## config.mk

```make
export PLATFORM = sky130hd
export DESIGN_NAME = reaction_timer_multi
export DESIGN_NICKNAME = d
export VERILOG_FILES = /design/src/rtl/reaction_timer_multi.sv
export SDC_FILE = /design/constraint.sdc
export NUM_CORES = 1
export LEC_CHECK = 0
export ABC_AREA = 1
export BUFFER_PORTS_ARGS = -buffer_cell sky130_fd_sc_hd__buf_2
export CORE_AREA = 3 3 125 127
export DETAILED_ROUTE_END_ITERATION = 7
export DIE_AREA = 0 0 128 130
export HOLD_SLACK_MARGIN = 0.03
export PLACE_DENSITY = 0.65
export SLEW_MARGIN = 25
export SYNTH_ARGS = -nofsm -noshare
export SYNTH_HDL_FRONTEND = slang
export SYNTH_SLANG_ARGS = --single-unit
```

## constraint.sdc

```tcl
create_clock -name clk -period 4.1 [get_ports clk]
set_input_delay 0.82 -clock clk [delete_from_list [all_inputs] [get_ports clk]]
set_output_delay 0.82 -clock clk [all_outputs]
set_load 0.02 [all_outputs]
```

## src/rtl/reaction_timer_multi.sv

```systemverilog
// Multi-round reaction-time tester: LFSR random delay, ms-resolution measurement,
// early-press fault, timeout, and session average/best reporting.
module reaction_timer_multi #(
  parameter int          TICK_CYC    = 100_000,
  parameter int          ROUNDS      = 4,
  parameter int          TIMEOUT_MS  = 1000,
  parameter int          DLY_MIN_MS  = 1000,
  parameter int          DLY_STEP_MS = 250,
  parameter logic [15:0] LFSR_SEED   = 16'hACE1,
  parameter int          RES_W       = 10
) (
  input  logic             clk,
  input  logic             rst,
  input  logic             start_btn,
  input  logic             stop_btn,
  input  logic             clear_btn,
  output logic             led0,
  output logic [2:0]       state_o,
  output logic [2:0]       round_o,
  output logic [RES_W-1:0] time_ms,
  output logic [RES_W-1:0] avg_ms,
  output logic [RES_W-1:0] best_ms,
  output logic             timeout_o
);

  localparam int DLY_MAX = DLY_MIN_MS + 15 * DLY_STEP_MS;
  localparam int MS_MAX  = (DLY_MAX > TIMEOUT_MS) ? DLY_MAX : TIMEOUT_MS;
  localparam int MS_W    = $clog2(MS_MAX + 1);
  localparam int PRE_W   = $clog2(TICK_CYC);
  localparam int SUM_W   = RES_W + 3;
  localparam int AVG_SH  = $clog2(ROUNDS);

  localparam logic [PRE_W-1:0] TICK_LAST = PRE_W'(TICK_CYC - 1);
  localparam logic [MS_W-1:0]  TO_MS     = MS_W'(TIMEOUT_MS);
  localparam logic [RES_W-1:0] TO_RES    = RES_W'(TIMEOUT_MS);
  localparam logic [2:0]       LAST_RND  = 3'(ROUNDS - 1);

  typedef enum logic [2:0] {
    S_IDLE    = 3'd0,
    S_ARM     = 3'd1,
    S_WAIT    = 3'd2,
    S_MEASURE = 3'd3,
    S_HOLD    = 3'd4,
    S_SUMMARY = 3'd5,
    S_FAULT   = 3'd6
  } state_t;

  state_t           state, nxt;
  logic [PRE_W-1:0] pre, pre_d;
  logic [MS_W-1:0]  ms, ms_d, ms_inc, dly, dly_d;
  logic [RES_W-1:0] res, res_d, best, best_d;
  logic [SUM_W-1:0] sum, sum_d;
  logic [2:0]       round, round_d;
  logic             to_flag, to_flag_d;
  logic [15:0]      lfsr;
  logic             tick, dly_hit, to_hit;
  logic             led_d, to_o_d;
  logic [RES_W-1:0] time_d, avg_d;

  function automatic logic [MS_W-1:0] delay_of(input logic [3:0] rnd);
    int d;
    d = DLY_MIN_MS + int'(rnd) * DLY_STEP_MS;
    return MS_W'(d);
  endfunction

  function automatic logic [RES_W-1:0] min_res(input logic [RES_W-1:0] a,
                                               input logic [RES_W-1:0] b);
    return (b < a) ? b : a;
  endfunction

  assign tick    = (pre == TICK_LAST);
  assign ms_inc  = ms + 1'b1;
  // Expiry fires on the tick that would bring the counter to its target.
  assign dly_hit = tick && (ms_inc == dly);
  assign to_hit  = tick && (ms_inc == TO_MS);

  always_ff @(posedge clk or posedge rst) begin
    if (rst) state <= S_IDLE;
    else     state <= nxt;
  end

  always_comb begin
    nxt = state;
    if (clear_btn) begin
      nxt = S_IDLE;
    end else begin
      case (state)
        S_IDLE:    if (start_btn) nxt = S_ARM;
        S_ARM:     nxt = S_WAIT;
        S_WAIT: begin
          if (stop_btn)     nxt = S_FAULT;
          else if (dly_hit) nxt = S_MEASURE;
        end
        S_MEASURE: if (stop_btn || to_hit) nxt = S_HOLD;
        S_HOLD: begin
          if (round == LAST_RND) nxt = S_SUMMARY;
          else if (start_btn)    nxt = S_ARM;
        end
        S_SUMMARY: if (start_btn) nxt = S_ARM;
        S_FAULT:   if (start_btn) nxt = S_ARM;
        default:   nxt = S_IDLE;
      endcase
    end
  end

  // Datapath next values and Moore outputs derived from the next state.
  always_comb begin
    pre_d     = '0;
    ms_d      = '0;
    dly_d     = dly;
    res_d     = res;
    sum_d     = sum;
    best_d    = best;
    round_d   = round;
    to_flag_d = to_flag;
    if (clear_btn) begin
      dly_d     = '0;
      res_d     = '0;
      sum_d     = '0;
      best_d    = '1;
      round_d   = '0;
      to_flag_d = 1'b0;
    end else begin
      case (state)
        S_IDLE, S_SUMMARY: begin
          if (start_btn) begin
            round_d = '0;
            sum_d   = '0;
            best_d  = '1;
          end
        end
        S_ARM: begin
          dly_d     = delay_of(lfsr[3:0]);
          to_flag_d = 1'b0;
        end
        S_WAIT: begin
          if (!stop_btn && !dly_hit) begin
            pre_d = tick ? '0 : pre + 1'b1;
            ms_d  = tick ? ms_inc : ms;
          end
        end
        S_MEASURE: begin
          if (stop_btn || to_hit) begin
            res_d     = stop_btn ? RES_W'(ms) : TO_RES;
            to_flag_d = !stop_btn;
            sum_d     = sum + SUM_W'(res_d);
            best_d    = min_res(best, res_d);
          end else begin
            pre_d = tick ? '0 : pre + 1'b1;
            ms_d  = tick ? ms_inc : ms;
          end
        end
        S_HOLD: begin
          if (round != LAST_RND && start_btn) round_d = round + 3'd1;
        end
        default: ;
      endcase
    end

    led_d  = (nxt == S_MEASURE);
    to_o_d = (nxt == S_HOLD) && to_flag_d;
    time_d = '0;
    avg_d  = '0;
    case (nxt)
      S_MEASURE: time_d = RES_W'(ms_d);
      S_HOLD:    time_d = res_d;
      S_SUMMARY: avg_d  = RES_W'(sum_d >> AVG_SH);
      default: ;
    endcase
  end

  always_ff @(posedge clk or posedge rst) begin
    if (rst) begin
      pre       <= '0;
      ms        <= '0;
      dly       <= '0;
      res       <= '0;
      sum       <= '0;
      best      <= '1;
      round     <= '0;
      to_flag   <= 1'b0;
      led0      <= 1'b0;
      time_ms   <= '0;
      avg_ms    <= '0;
      timeout_o <= 1'b0;
    end else begin
      pre       <= pre_d;
      ms        <= ms_d;
      dly       <= dly_d;
      res       <= res_d;
      sum       <= sum_d;
      best      <= best_d;
      round     <= round_d;
      to_flag   <= to_flag_d;
      led0      <= led_d;
      time_ms   <= time_d;
      avg_ms    <= avg_d;
      timeout_o <= to_o_d;
    end
  end

  // Free-running Fibonacci LFSR, taps 16,14,13,11; only rst reloads it.
  always_ff @(posedge clk or posedge rst) begin
    if (rst) lfsr <= LFSR_SEED;
    else     lfsr <= {lfsr[14:0], lfsr[15] ^ lfsr[13] ^ lfsr[12] ^ lfsr[10]};
  end

  assign state_o = state;
  assign round_o = round;
  assign best_ms = best;

endmodule

```

== Yosys cells after proc, flatten, opt, wreduce, memory -nomap -nowiden ==
Cells that the tools add are included.
Word-level totals
  register bits: 121
Operators by class
  reduce and logical (&&, ||, !) cells: 17
  multiply operators: 1
  bitwise logic cells: 3
  muxes and demuxes: 41
  eq/ne operators: 18
  magnitude comparators: 1
  $add $sub $neg: 5
Operator list (number)
  13-bit 2-to-1 mux: 9
  10-bit 2-to-1 mux: 9
  17-bit 2-to-1 mux: 4
  13-bit one-hot mux with 2 select lines: 2
  10-bit one-hot mux with 2 select lines: 2
  17-bit one-hot mux with 2 select lines: 1
  3-bit 2-to-1 mux: 9
  17-bit by 1-bit adder with 17-bit output (second input constant): 1
  17-bit == test (second input constant): 1
  3-bit == test (second input constant): 5
  3-bit one-hot mux with 5 select lines: 1
  10-bit by 12-bit adder with 13-bit output (first input constant): 1
  13-bit by 1-bit adder with 13-bit output (second input constant): 1
  13-bit by 10-bit adder with 13-bit output: 1
  13-bit by 10-bit == test with 1-bit output (second input constant): 1
  13-bit == test: 1
  3-bit by 2-bit == test with 1-bit output (second input constant): 4
  3-bit inequality test (second input constant): 4
  4-bit by 7-bit multiplier with 11-bit output (second input constant): 1
  10-bit < comparator: 1
  3-bit one-hot mux with 2 select lines: 1
  3-bit AND reduction: 2
  3-bit nonzero test: 2
  1-bit logical AND: 5
  13 further kinds: 17

== Longest topological paths before layout ==
Gate-level depths: netlist of the first run.
  depth after elaboration: 9
  mapped depth: 18

== Least setup slack after synthesis of the first run ==
OpenSTA, ideal clock, no wires.
  kind: reg-to-reg
  start point: register lfsr[2]
  end point: register dly[11]
  clock period less this slack: 3.159 ns
  setup slack: 0.941 ns
  arrival time: 3.027 ns
  stages on the path, launching flop included: 14
  library setup time: 0.132 ns
  path through: dfrtp_1 -> fa_1 -> inv_1 -> fa_1 -> inv_1 -> ha_1 -> nand2_1 -> o21ai_0 -> a21oi_1 -> o21ai_0 -> xor2_1 -> nand2_1 -> nor2_1 -> o22ai_1
On the way
  longest elaborated chain between the ends: 4
RTL lines
  start: declaration: RTL line 55  | logic [15:0] lfsr;
  start signal: assignment: RTL line 205  | else lfsr <= {lfsr[14:0], lfsr[15] ^ lfsr[13] ^ lfsr[12] ^ lfsr[10]};
  4-bit by 7-bit multiplier with 11-bit output: RTL line 62  | d = DLY_MIN_MS + int'(rnd) * DLY_STEP_MS;
  10-bit by 12-bit adder with 13-bit output: RTL line 62
  13-bit 2-to-1 mux: RTL line 124  | case (state)
  13-bit 2-to-1 mux: RTL line 116  | if (clear_btn) begin
  end signal: assignment: RTL line 189  | dly <= dly_d;
  end: declaration: RTL line 50  | logic [MS_W-1:0] ms, ms_d, ms_inc, dly, dly_d;
No other way between the ends. The select of a mux whose other input is x is not followed.
A chain may end at the register's enable or synchronous reset.

== Final worst setup path of the first run ==
Ends and elaborated chain as after synthesis.

==> flow_summary.json, run 1 <==
{
  "synth_edf_count": 0,
  "ctsLongestPathBuffers": 2,
  "drc": 0,
  "final-hold-violation-count": 0,
  "path_class": "flip-flop to flip-flop",
  "cts_resized": 0,
  "cp-end-kind": "flip-flop",
  "path_clk_slew_ps": 50,
  "grt_pass1_vias": 5713,
  "final_nets": 1025,
  "setup_viol": 0,
  "syn_avg_cell_area_um2": 7.81,
  "postRouteAntennaNets": 0,
  "synthCells": 927,
  "setup_slack_ps": 675,
  "r2r_end": "dly[11]",
  "synth_nets": 979,
  "finalMaxSlewViolations": 0,
  "synth_top_area_share_pct": 34.9,
  "synth_area_um2": 7240,
  "clock_latency_ps": 420,
  "pin_count": 43,
  "cts_inserted_buffers": 17,
  "antenna_cells": 0,
  "p_per_area_nw_per_um2": 441,
  "required_ps": 4430,
  "dpl_worst_slack_ps": 672,
  "holdWs_ps": 346,
  "drt-initial-drc-count": 391,
  "cp-endpoint": "dly[11]",
  "rrSetupSlack_ps": 670,
  "yosys_warnings": 0,
  "vias": 5998,
  "maxCapViolCount": 0,
  "relSlewSlack_pct": 43.8,
  "ys_types": 42,
  "initial_core_util_pct": 49.8,
  "cts_tree": "built",
  "fin_skew_ps": 6.73,
  "syn2layout_area_growth_pct": 13.7,
  "portBuffers": 42,
  "synthArstFlopShare_pct": 100,
  "rsz0062_at_grt": "false",
  "period_needed_ps": 3430,
  "clkSinkCount": 119,
  "holdPathStages": 0,
  "path_max_fanout": 7,
  "fin_crit_sh_pct": 83.5,
  "root_buffer": "clkbuf_16",
  "rows": 44,
  "cp.arrival_ps": 3760,
  "drive_gt1_share_pct": 12.3,
  "yosysSeqAreaShare_pct": 41.4,
  "antenna_found_initial": 0,
  "power_uw": 3630,
  "gp_congestion": 0.874,
  "fp.dieArea_um2": 16600,
  "cts_hold_buf": 0,
  "ys_ff_latch": 119,
  "fmax_mhz": 292,
  "track_usage_pct": 21.2,
  "startpoint_type": "flip-flop",
  "ir_drop_mv": 0.282,
  "post_cts_buffers": 0,
  "first_pass_iters": 5,
  "dp_hpwl_mm": 12.4,
  "grt_max_degree": 68,
  "coreArea_um2": 14500,
  "p_leak_uw": 0.00419,
  "synth_top_cell_by_area": "dfrtp_1",
  "finalWirelength_mm": 16.7,
  "grt_pass1_wl_mm": 28.0,
  "cts.htree.levels": 4,
  "ys.flop_type": "dfrtp_1",
  "dieHeight_um": 130,
  "hold_path_class": "flip-flop to flip-flop",
  "vias_per_cell": 5.13,
  "reg2reg_depth": 14,
  "wl_per_cell_um": 14.2,
  "grt-ovfl-total": 0,
  "crit_start": "lfsr[2]",
  "reg2reg_from": "lfsr[2]",
  "status": "finished, final reports clean",
  "synth_area_leaders": "dfrtp_1, nand2_1, inv_1",
  "worst_slew_pin_slew_ps": 842,
  "die_w_um": 128,
  "tns_ps": 0
}
-- logic make-up after synthesis --
group,Yosys count,share of synthesized area (%)
buffers and inverters,167,8.97
AND/OR/NAND/NOR,440,27.6
AO/OA/AOI/OAI,128,9.92
adder cells (fa/ha/maj),47,8.95
XOR/XNOR,26,3.14
flip-flops,119,41.4
-- layout make-up --
class / instances / area [µm²]
Clock buffer: 20 / 457
Fill cell: 1337 / 6300
Inverter: 150 / 566
Timing Repair Buffer: 44 / 238
Sequential cell: 119 / 3000
Clock inverter: 12 / 151
Tap cell: 184 / 230
Multi-Input combinational cell: 641 / 3590
-- power by group --
part           switching, µW  leakage (µW)  total [µW]  internal, µW
sequential              68.7       0.00159        1360          1290
clock                    541      0.000284        1520           983
combinational            511       0.00232         745           234
total                   1120       0.00419        3630          2510
-- critical path, cell delays in order, from the launching register on --
cell and delay [ps]:
dfrtp_1 480, fa_1 640, inv_1 90, fa_1 500, inv_1 40, ha_1 340
nand2_1 60, o21ai_0 280, a21oi_1 100, o21ai_0 200, xor2_1 280, nand2_1 110
nand2_1 60, nand2_1 40, o22ai_1 110
-- per-layer routing --
| layer | up-vias | GRT usage, % | wire length [µm] |
|---|---|---|---|
| li1 | 3078 | - | - |
| met1 | 2788 | 31.1 | 8590 |
| met2 | 113 | 31.7 | 7140 |
| met3 | 19 | 4.38 | 726 |
| met4 | 0 | 6.24 | 208 |
| met5 | - | 0 | 0 |
-- cell usage in the layout (no fill, tap or decap), types with 4 or more instances in the layout --
cell type and count:
o21ai_0 52, buf_2 42, o22ai_1 12, inv_1 148
clkinvlp_4 5, nor3_1 14, fa_1 8, nor2_4 6
o211ai_1 10, nand3_1 82, nand4_1 14, xnor2_1 9
nor2_1 97, dfstp_2 18, nand2_2 8, clkbuf_16 17
nand2_1 198, dfrtp_1 101, a22oi_1 4, ha_1 39
xor2_1 17, a21oi_1 40
-- registers in the layout (all words and copies together), names as in the netlist --
name       count
avg_ms        10
time_ms       10
timeout_o      1
ms            13
to_flag        1
lfsr          16
led0           1
res           10
best_ms       10
pre           17
dly           12
round_o        3
state_o        3
sum           12
-- stage by stage --
stage / cells / util (%) / area, µm²
2_1_floorplan: 927 / - / 7240
3_5_place_dp: 1138 / 52.5 / 7630
4_1_cts: 1170 / 56.7 / 8230
3_3_place_gp: 1138 / 52.5 / 7630
6_report: 1170 / 56.7 / 8230
5_1_grt: 1170 / 56.7 / 8230
-- worst min path at each step --
stage,start,to,slack (ps)
2_1_floorplan,lfsr[8],lfsr[9],330
3_3_place_gp,lfsr[9],lfsr[10],330
3_5_place_dp,lfsr[14],lfsr[15],340
4_1_cts,lfsr[9],lfsr[10],350
5_1_grt,lfsr[9],lfsr[10],360
6_report,lfsr[9],lfsr[10],350
-- cell usage after synthesis (4+ instances only) --
library cell	n
xor2_1	17
o21ai_0	52
a21oi_1	40
nand2_1	198
clkbuf_1	10
xnor2_1	9
nand2_2	8
ha_1	39
nand4_1	14
fa_1	8
o22ai_1	12
nor2_4	6
nor3_1	14
dfstp_2	18
nor2_1	97
dfrtp_1	101
a22oi_1	4
o211ai_1	10
nand3_1	82
inv_1	149
(Power assumes the default switching activity.)
==> inputs of run 2 (changes only) <==
- clock period: 4.1 -> 2.8 ns (I/O delays scaled with it)
==> flow_summary.json, run 2 (synthesis results as in run 1) <==
{
  "antenna_cells": 0,
  "clkSinkCount": 119,
  "syn2layout_area_growth_pct": 21.4,
  "drive_gt1_share_pct": 18.9,
  "p_sw_uw": 1660,
  "power.share.clock_pct": 40.6,
  "pwr-share-comb_pct": 22.2,
  "internal-power_uw": 3690,
  "cts_tree": "built",
  "setup_slack_ps": -185,
  "fin_util_pct": 60.5,
  "dieHeight_um": 130,
  "gp_congestion": 0.913,
  "ctsLongestPathBuffers": 2,
  "cp.arrival_ps": 3280,
  "status": "finished, violations left",
  "root_buffer": "clkbuf_16",
  "p_leak_uw": 0.00448,
  "wl_per_cell_um": 14.0,
  "reg2reg_depth": 13,
  "finalWirelength_mm": 17.1,
  "postRouteAntennaNets": 0,
  "power_frac_seq_pct": 37.2,
  "top_regs": "pre x17, lfsr x16, ms x13",
  "max_flop_register": "pre",
  "setup_viol": 4,
  "tns_ps": -582,
  "most-common-layout-cells": "nand2_1, inv_1, dfrtp_1",
  "fp.dieArea_um2": 16600,
  "vias_per_cell": 5.04,
  "violations": "negative setup slack",
  "grt_pass1_wl_mm": 29.2,
  "path_class": "flip-flop to flip-flop",
  "grt_max_degree": 120,
  "final-hold-violation-count": 0,
  "cts_hold_buf": 0,
  "vias": 6166,
  "cp-end-kind": "flip-flop",
  "grt_pass1_vias": 5902,
  "track_usage_pct": 22.0,
  "drc": 0,
  "antenna_found_initial": 0,
  "maxCapViolCount": 0,
  "power_uw": 5350,
  "initial_core_util_pct": 49.8,
  "holdWs_ps": 298,
  "startpoint_type": "flip-flop",
  "drt-initial-drc-count": 442,
  "pin_count": 43,
  "path_clk_slew_ps": 50,
  "fin_crit_sh_pct": 107,
  "ir_drop_mv": 0.427,
  "finalMaxSlewViolations": 0,
  "fill_cells": 1361,
  "coreArea_um2": 14500,
  "instances_no_fill": 1223,
  "hold_path_class": "input port to async pin",
  "worst_slew_pin_slew_ps": 697,
  "fin_skew_ps": 14.0,
  "cts_inserted_buffers": 17,
  "final_common_cell": "nand2_1",
  "rows": 44,
  "path_max_fanout": 3,
  "dp_hpwl_mm": 12.7,
  "first_pass_iters": 5,
  "largest_reg_flops": 17,
  "final_nets": 1078,
  "numPlacedInstances": 1187,
  "rsz0062_at_grt": "true",
  "fmax_mhz": 335,
  "period_needed_ps": 2990,
  "relSlewSlack_pct": 53.5,
  "cts.htree.levels": 4,
  "p_per_area_nw_per_um2": 608,
  "swShare_pct": 31.1,
  "die_w_um": 128,
  "grt-ovfl-total": 0,
  "clock_latency_ps": 430,
  "required_ps": 3090,
  "portBuffers": 42
}
==> run 2: cell count changes in the layout (fill, tap and decap cells not counted), moves of 3 or more <==
cell / before / now
buf_4: 1 / 47
buf_6: 0 / 3
nand2_1: 198 / 193
buf_12: 1 / 5
xnor2_1: 9 / 6
a21oi_1: 40 / 37
xnor2_2: 0 / 3
nand2_2: 8 / 13
o21ai_0: 52 / 48
o21ai_1: 0 / 3
==> run 2: power by group through the flow <==
stage               Clock [µW]  Combinational, µW  Sequential [µW]
global route              2310               1340             2010
detailed placement           0               1170             2020
floorplan                    0                756             2090
CTS                       2210               1190             1990
finish                    2170               1190             1990
global placement             0               1160             2010
==> run 2: worst max-delay path, cell delays in order, from the launching register on <==
cell and delay (ps):
dfrtp_1 390, fa_1 520, buf_4 160, fa_1 480, ha_4 320, nand2_2 70, o21ai_4 140, a21oi_1 80
o21ai_1 140, xor2_1 190, buf_4 150, nor2_1 40, nand2_1 70, o221ai_1 100
==> run 2: area by class of cell <==
class,count,area (µm²),share of cell area [%]
Multi-Input combinational cell,641,3700,42.1
Sequential cell,119,3000,34.2
Inverter,150,567,6.45
Clock inverter,11,124,1.41
Tap cell,184,230,2.62
Timing Repair Buffer,97,697,7.93
Clock buffer,21,470,5.35
==> run 2: layer usage <==
metal  vias up  routed length (µm)  global-route usage [%]
met5         -                   0                       0
met4         0                 281                    6.55
met3        21                 592                    4.91
met2       108                7470                    33.2
met1      2852                8760                    32.0
li1       3185                   -                       -
==> run 2: through the flow <==
step                      cell area (µm²)  worst slack, ps
after floorplan                      7290             -201
after global placement               8080             -158
after detailed placement             8080             -223
after CTS                            8740             -171
after global routing                 8790             -350
final                                8790             -185
==> run 2: repair_timing <==
action / in CTS / in global routing
pin swaps: 12 / 6
setup buffers: 3 / 1
setup endpoints to repair: 6 / 54
gates cloned: 0 / 0
resized for setup: 10 / 8
==> run 2: worst paths after layout <==
path	from	endpoint	slack [ps]
worst max-delay path	lfsr[3]	dly[10]	-190
worst min-delay path	rst	time_ms[1]	300
worst max register to register	lfsr[3]	dly[10]	-190
worst min register to register	lfsr[14]	lfsr[15]	350
max in group asynchronous	rst	ms[2]	1990
min in group clk	lfsr[14]	lfsr[15]	350
